$ cat config.mk
export PLATFORM = sky130hd
export DESIGN_NAME = dcache
export DESIGN_NICKNAME = d
export VERILOG_FILES = /design/src/rtl/cpu_types_pkg.sv /design/src/rtl/dcache.sv
export SDC_FILE = /design/constraint.sdc
export NUM_CORES = 1
export LEC_CHECK = 0
export BUFFER_PORTS_ARGS = -buffer_cell sky130_fd_sc_hd__buf_2
export CAP_MARGIN = 25
export CORE_AREA = 10 10 304 306
export DETAILED_ROUTE_END_ITERATION = 12
export DIE_AREA = 0 0 314 316
export HOLD_SLACK_MARGIN = 0.12
export SLEW_MARGIN = 40
export SYNTH_ARGS = -nofsm -noshare
export SYNTH_HDL_FRONTEND = slang
export SYNTH_SLANG_ARGS = --single-unit
$ cat constraint.sdc
create_clock -name CLK -period 4.5 [get_ports CLK]
set_input_delay 0.45 -clock CLK [delete_from_list [all_inputs] [get_ports CLK]]
set_output_delay 0.45 -clock CLK [all_outputs]
set_load 0.02 [all_outputs]
$ cat src/rtl/cpu_types_pkg.sv
// Shared types for the core: data-cache controller states and the
// address-field view of a byte address for the default cache geometry.
package cpu_types_pkg;

    localparam int DCACHE_SETS  = 8;
    localparam int DCACHE_WORDS = 2;
    localparam int DIDX_W       = $clog2(DCACHE_SETS);
    localparam int DBLK_W       = (DCACHE_WORDS > 1) ? $clog2(DCACHE_WORDS) : 1;
    localparam int DTAG_W       = 30 - DIDX_W - $clog2(DCACHE_WORDS);

    typedef enum logic [2:0] {
        IDLE,
        WB,
        FILL,
        FLUSH,
        FLUSH_WB,
        DONE
    } dcache_state_t;

    typedef struct packed {
        logic [DTAG_W-1:0] tag;
        logic [DIDX_W-1:0] idx;
        logic [DBLK_W-1:0] blkoff;
        logic [1:0]        bytoff;
    } dcachef_t;

endpackage

$ cat src/rtl/dcache.sv
// Direct-mapped, write-back, write-allocate L1 data cache with a single
// LL/SC link register and a flush-on-halt sequencer.
module dcache
    import cpu_types_pkg::*;
#(
    parameter int SETS  = 8,
    parameter int WORDS = 2
) (
    input  logic        CLK,
    input  logic        nRST,
    input  logic        dmemREN,
    input  logic        dmemWEN,
    input  logic        datomic,
    input  logic [31:0] dmemaddr,
    input  logic [31:0] dmemstore,
    input  logic        halt,
    output logic        dhit,
    output logic [31:0] dmemload,
    output logic        flushed,
    output logic        dREN,
    output logic        dWEN,
    output logic [31:0] daddr,
    output logic [31:0] dstore,
    input  logic [31:0] dload,
    input  logic        dwait
);

    localparam int IDX = $clog2(SETS);
    localparam int OFF = $clog2(WORDS);
    localparam int TAG = 30 - IDX - OFF;
    localparam int CW  = (OFF > 0) ? OFF : 1;
    localparam int LW  = IDX + OFF;

    // Flat word index of word c inside line i.
    function automatic logic [LW-1:0] word_sel(input logic [IDX-1:0] i, input logic [CW-1:0] c);
        return (LW'(i) << OFF) | LW'(c);
    endfunction

    // Word-aligned memory address of word c of line i carrying tag t.
    function automatic logic [31:0] mk_addr(input logic [TAG-1:0] t, input logic [IDX-1:0] i,
                                            input logic [CW-1:0] c);
        return (32'(t) << (2 + OFF + IDX)) | (32'(i) << (2 + OFF)) | (32'(c) << 2);
    endfunction

    // Storage: data and tags are never reset, only the valid/dirty state is.
    logic [31:0]    data_arr [SETS*WORDS];
    logic [TAG-1:0] tag_arr  [SETS];
    logic [SETS-1:0] valid;
    logic [SETS-1:0] dirty;

    dcache_state_t  state;
    logic [CW-1:0]  cnt;
    logic [IDX-1:0] fidx;
    logic [IDX-1:0] miss_idx;
    logic [TAG-1:0] miss_tag;
    logic           link_valid;
    logic [29:0]    link_addr;

    // Request decode.
    logic [TAG-1:0] req_tag;
    logic [IDX-1:0] req_idx;
    logic [LW-1:0]  req_word;
    logic           hit, is_store, is_sc, is_ll, sc_fail, link_match;
    logic           idle_active, do_hit, do_fail, do_miss;
    logic           cnt_last, fidx_last;
    logic [IDX-1:0] wb_idx;
    logic           unused_bytoff;

    assign req_tag       = dmemaddr[31 -: TAG];
    assign req_idx       = dmemaddr[2+OFF +: IDX];
    assign req_word      = dmemaddr[2 +: LW];
    assign unused_bytoff = ^dmemaddr[1:0];

    assign hit         = valid[req_idx] && (tag_arr[req_idx] == req_tag);
    assign is_store    = dmemWEN;
    assign is_sc       = dmemWEN && datomic;
    assign is_ll       = dmemREN && !dmemWEN && datomic;
    assign link_match  = (link_addr == dmemaddr[31:2]);
    assign sc_fail     = is_sc && !(link_valid && link_match);

    // Requests are only serviced in IDLE; halt wins over any request.
    assign idle_active = (state == IDLE) && !halt && (dmemREN || dmemWEN);
    assign do_fail     = idle_active && sc_fail;
    assign do_hit      = idle_active && !sc_fail && hit;
    assign do_miss     = idle_active && !sc_fail && !hit;

    assign cnt_last    = (cnt == CW'(WORDS - 1));
    assign fidx_last   = (fidx == IDX'(SETS - 1));
    assign wb_idx      = (state == FLUSH_WB) ? fidx : miss_idx;

    // Pipeline-facing response and memory-side request, all derived from
    // registered state so daddr/dstore hold steady while dwait is high.
    always_comb begin
        dhit     = do_hit || do_fail;
        dmemload = 32'd0;
        if (do_hit) begin
            dmemload = is_sc ? 32'd1 : data_arr[req_word];
        end
        dREN   = (state == FILL);
        dWEN   = (state == WB) || (state == FLUSH_WB);
        daddr  = 32'd0;
        dstore = 32'd0;
        if (dWEN) begin
            daddr  = mk_addr(tag_arr[wb_idx], wb_idx, cnt);
            dstore = data_arr[word_sel(wb_idx, cnt)];
        end else if (dREN) begin
            daddr  = mk_addr(miss_tag, miss_idx, cnt);
        end
    end

    // Data, tag and miss-address registers: store hits, line fills, miss capture.
    always_ff @(posedge CLK) begin
        if (do_hit && is_store) begin
            data_arr[req_word] <= dmemstore;
        end
        if (do_miss) begin
            miss_idx <= req_idx;
            miss_tag <= req_tag;
        end
        if (state == FILL && !dwait) begin
            data_arr[word_sel(miss_idx, cnt)] <= dload;
            if (cnt_last) begin
                tag_arr[miss_idx] <= miss_tag;
            end
        end
    end

    // Controller FSM with valid/dirty bookkeeping, link register and flush sequencing.
    always_ff @(posedge CLK or negedge nRST) begin
        if (!nRST) begin
            state      <= IDLE;
            cnt        <= '0;
            fidx       <= '0;
            valid      <= '0;
            dirty      <= '0;
            link_valid <= 1'b0;
            link_addr  <= '0;
            flushed    <= 1'b0;
        end else begin
            case (state)
                IDLE: begin
                    if (halt) begin
                        fidx  <= '0;
                        state <= FLUSH;
                    end else if (do_hit) begin
                        if (is_store) begin
                            dirty[req_idx] <= 1'b1;
                            if (link_match) begin
                                link_valid <= 1'b0;
                            end
                        end else if (is_ll) begin
                            link_valid <= 1'b1;
                            link_addr  <= dmemaddr[31:2];
                        end
                    end else if (do_miss) begin
                        cnt   <= '0;
                        state <= (valid[req_idx] && dirty[req_idx]) ? WB : FILL;
                    end
                end
                WB: begin
                    if (!dwait) begin
                        if (cnt_last) begin
                            dirty[miss_idx] <= 1'b0;
                            cnt             <= '0;
                            state           <= FILL;
                        end else begin
                            cnt <= cnt + 1'b1;
                        end
                    end
                end
                FILL: begin
                    if (!dwait) begin
                        if (cnt_last) begin
                            valid[miss_idx] <= 1'b1;
                            dirty[miss_idx] <= 1'b0;
                            cnt             <= '0;
                            state           <= IDLE;
                        end else begin
                            cnt <= cnt + 1'b1;
                        end
                    end
                end
                FLUSH: begin
                    if (dirty[fidx]) begin
                        cnt   <= '0;
                        state <= FLUSH_WB;
                    end else if (fidx_last) begin
                        flushed <= 1'b1;
                        state   <= DONE;
                    end else begin
                        fidx <= fidx + 1'b1;
                    end
                end
                FLUSH_WB: begin
                    if (!dwait) begin
                        if (cnt_last) begin
                            dirty[fidx] <= 1'b0;
                            cnt         <= '0;
                            if (fidx_last) begin
                                flushed <= 1'b1;
                                state   <= DONE;
                            end else begin
                                fidx  <= fidx + 1'b1;
                                state <= FLUSH;
                            end
                        end else begin
                            cnt <= cnt + 1'b1;
                        end
                    end
                end
                DONE: begin
                    state <= DONE;
                end
                default: begin
                    state <= IDLE;
                end
            endcase
        end
    end

endmodule

==> impl_metrics.env <==
export IMPL_status="finished, final reports clean"
export IMPL_clk_insertion_delay_late_ns=0.64
export IMPL_place_congestion=0.844
export IMPL_io_buffer_count=198
export IMPL_placed_area_um2=41700
export IMPL_grt_pass1_vias=24500
export IMPL_vdd_ir_drop_max_v=0.000365
export IMPL_synth_ff_type="edfxtp_1"
export IMPL_n_fill_cell=7134
export IMPL_syn2layout_area_growth_pct=16.6
export IMPL_grt_antenna_before_repair=7
export IMPL_endpoint_kind="output pin"
export IMPL_critPathArrivalTime_ns=3.91
export IMPL_first_pass_iters=5
export IMPL_fp_row_count=108
export IMPL_dp_hpwl_um=68500
export IMPL_power_uw=21000
export IMPL_hold_violations=0
export IMPL_yosysTopAreaCell="edfxtp_1"
export IMPL_period_minus_slack_ns=4.36
export IMPL_crit_start="tag_arr[3][6]"
export IMPL_r2r_start="tag_arr[7][7]"
export IMPL_relSlewSlack_pct=32.0
export IMPL_synthTopCellsByCount="749 x edfxtp_1, 286 x mux4_2, 210 x mux2i_1, 210 x nand2_1, 94 x o22ai_1"
export IMPL_die_h_um=316
export IMPL_coreArea_um2=86200
export IMPL_ys_seq_elements=804
export IMPL_cp_max_fo=5
export IMPL_yosysSeqAreaShare_pct=62.1
export IMPL_tightest_slew_ns=1.01
export IMPL_yosysTopAreaCellShare_pct=58.6
export IMPL_vias=23600
export IMPL_syn_avg_cell_area_um2=16.8
export IMPL_clock_skew_ns=0.0221
export IMPL_start_kind="flip-flop"
export IMPL_grtUsageTotal_pct=22.6
export IMPL_drc=0
export IMPL_layout_drive_gt1_share_pct=33.5
export IMPL_dieWidth_um=314
export IMPL_fmax_mhz=230
export IMPL_hp_start="dmemaddr[12]"
export IMPL_drv_cap=0
export IMPL_fin_crit_sh_pct=96.8
export IMPL_cts_root_buf="clkbuf_16"
export IMPL_cts_tree="yes"
export IMPL_syn_area_um2=38400
export IMPL_dieArea_um2=99200
export IMPL_drt_iter0_markers=2463
export IMPL_rrSetupSlack_ns=0.30
export IMPL_crit_top_cell="buf_4"
export IMPL_yosysMostFrequentCell="edfxtp_1"
export IMPL_design_area_um2=44800
export IMPL_cpPeakStageDelay_ns=0.57
export IMPL_synth_area_leaders="edfxtp_1 59%, mux4_2 17%, mux2i_1 5.5%, dfrtp_1 3.6%, nand2_1 2.1%"
export IMPL_clkTransAtPathRegs_ns=0.06
export IMPL_ant_nets=0
export IMPL_path_cells="mux4_2 > mux2i_2 > xnor2_1 > or4b_4 > nor4b_4 > buf_4 > nand4b_1 > buf_4 > buf_6 > a211oi_2 > buf_2"
export IMPL_leakagePower_uw=0.0156
export IMPL_final_core_util_pct=52.0
export IMPL_worstSetupPathType="flip-flop to output pin"
export IMPL_routed_wl_um=113000
export IMPL_wire_per_inst_um=29.9
export IMPL_synth_edf_count=749
export IMPL_required_ns=4.05
export IMPL_synth_cell_type_count=75
export IMPL_htree_num_levels=3
export IMPL_grt_pass1_wl_um=166000
export IMPL_cts_made_buffers=87
export IMPL_seqCellArea_um2=23900
export IMPL_overflow=0
export IMPL_cts_buffer_depth=3
export IMPL_fin_nets=2682
export IMPL_grt_max_degree=99
export IMPL_synth_cells=2288
export IMPL_final_max_slew_viol_count=0
export IMPL_synth_warnings=0
export IMPL_start_util_pct=44.6
export IMPL_vias_per_cell=6.22
export IMPL_clock_sinks=804
export IMPL_crit_slowest_cell="or4b_4"
export IMPL_worst_hold_slack_ns=0.145
export IMPL_async_flop_share_pct=6.84
export IMPL_final_setup_viol_count=0
export IMPL_cellPowerDensity_nw_per_um2=469
export IMPL_hp_class="input port to flip-flop"
export IMPL_ios=203
export IMPL_multi_input_area_um2=14100
-- path summary, 6_finish.rpt --
path,end,cells after the start
min in group asynchronous,link_addr[22],2
setup / recovery,dmemload[1],11
setup reg to reg,data_arr[13][27],20
hold / removal,miss_tag[6],1
hold reg to reg,flushed,1
max in group asynchronous,cnt,3
-- kinds of logic (layout without fill, tap and decap cells) --
kind of cell / count (synthesis) / after routing / synth area share (%)
adders and majority gates: 2 / 2 / 0.0651
buffers and inverters: 176 / 531 / 2.25
and+or+nand+nor: 415 / 415 / 5.06
AOI/OAI and AO/OA: 281 / 281 / 4.95
DFF: 804 / 804 / 62.1
muxes: 560 / 560 / 24.4
xor gates and xnor gates: 49 / 49 / 1.12
other: 1 / 3 / 0.00976
-- metrics by stage --
| stage | worst slack [ns] | TNS [ns] | std cells |
|---|---|---|---|
| 6_report | 0.144 | 0 | 3800 |
| 5_1_grt | -0.000170 | -0.000170 | 3799 |
| 4_1_cts | -0.0166 | -0.0238 | 3794 |
| 3_5_place_dp | -0.0900 | -0.0909 | 3605 |
| 3_3_place_gp | -0.147 | -0.185 | 3605 |
| 2_1_floorplan | -0.0133 | -1.28 | 2289 |
-- power breakdown --
part | internal, uW | switching, uW
logic | 2090 | 3250
clock network | 3720 | 2940
registers | 8780 | 235
total | 14600 | 6430
-- state kept, by name, indices dropped and copies added, names as in the netlist, 3 cells and up --
| register | count |
|---|---|
| valid | 8 |
| data_arr | 512 |
| fidx | 3 |
| tag_arr | 208 |
| state | 3 |
| miss_tag | 26 |
| link_addr | 30 |
| miss_idx | 3 |
| dirty | 8 |
-- layout by cell type, fill, tap and decap left out, types with 8 or more instances in the layout --
cell type and n:
buf_2 186, and3_1 9, buf_4 111, or2_2 11, edfxtp_1 749, nor2_1 41, a22oi_1 33, dfrtp_1 54
mux2_2 32, clkinv_2 17, nand4_1 11, xnor2_1 42, inv_1 10, nand2b_1 15, buf_12 30, a21oi_1 28
a31oi_1 12, mux2i_1 207, a211oi_1 19, nor2_4 22, a221oi_1 9, clkbuf_16 87, buf_6 11, nand2_1 208
nor2b_1 15, o22ai_1 94, dlygate4sd3_1 23, mux2_4 31, nand3_1 13, o21ai_0 23, clkbuf_1 24, clkinv_1 14
nor3_1 19, mux4_2 286, nor4_1 8
-- layer usage --
layer	track usage, %	wire length, um	up-vias
li1	-	-	9946
met1	30.4	46400	12500
met2	38.1	56400	1014
met3	3.41	8190	160
met4	6.02	2370	6
met5	0	39	-
-- layout make-up --
type / instances / share of cell area (%)
antenna: 1 / 0.00559
clock buffer: 116 / 5.21
clock inverter: 40 / 0.603
inverter: 12 / 0.101
multi-input combinational: 1309 / 31.4
sequential: 804 / 53.3
tap: 1155 / 3.23
timing repair buffer: 363 / 6.14
-- critical path, delay by kind of cell (launching register included) --
kind	cells	cell delay, ns
mux	2	0.71
buf+inv	4	0.73
compound gates	1	0.28
simple gates	3	0.97
flops	1	0.40
xor+xnor	1	0.18
-- repair_timing --
item | 4_1_cts | 5_1_grt
pin swaps | 5 | 5
hold buffers | 23 | 0
gates resized for setup | 23 | 15
endpoints found under the hold margin | 61 | 0
setup buffers | 10 | 4
setup endpoints to repair | 31 | 37
Note: power is estimated with default switching activity, not from simulation.
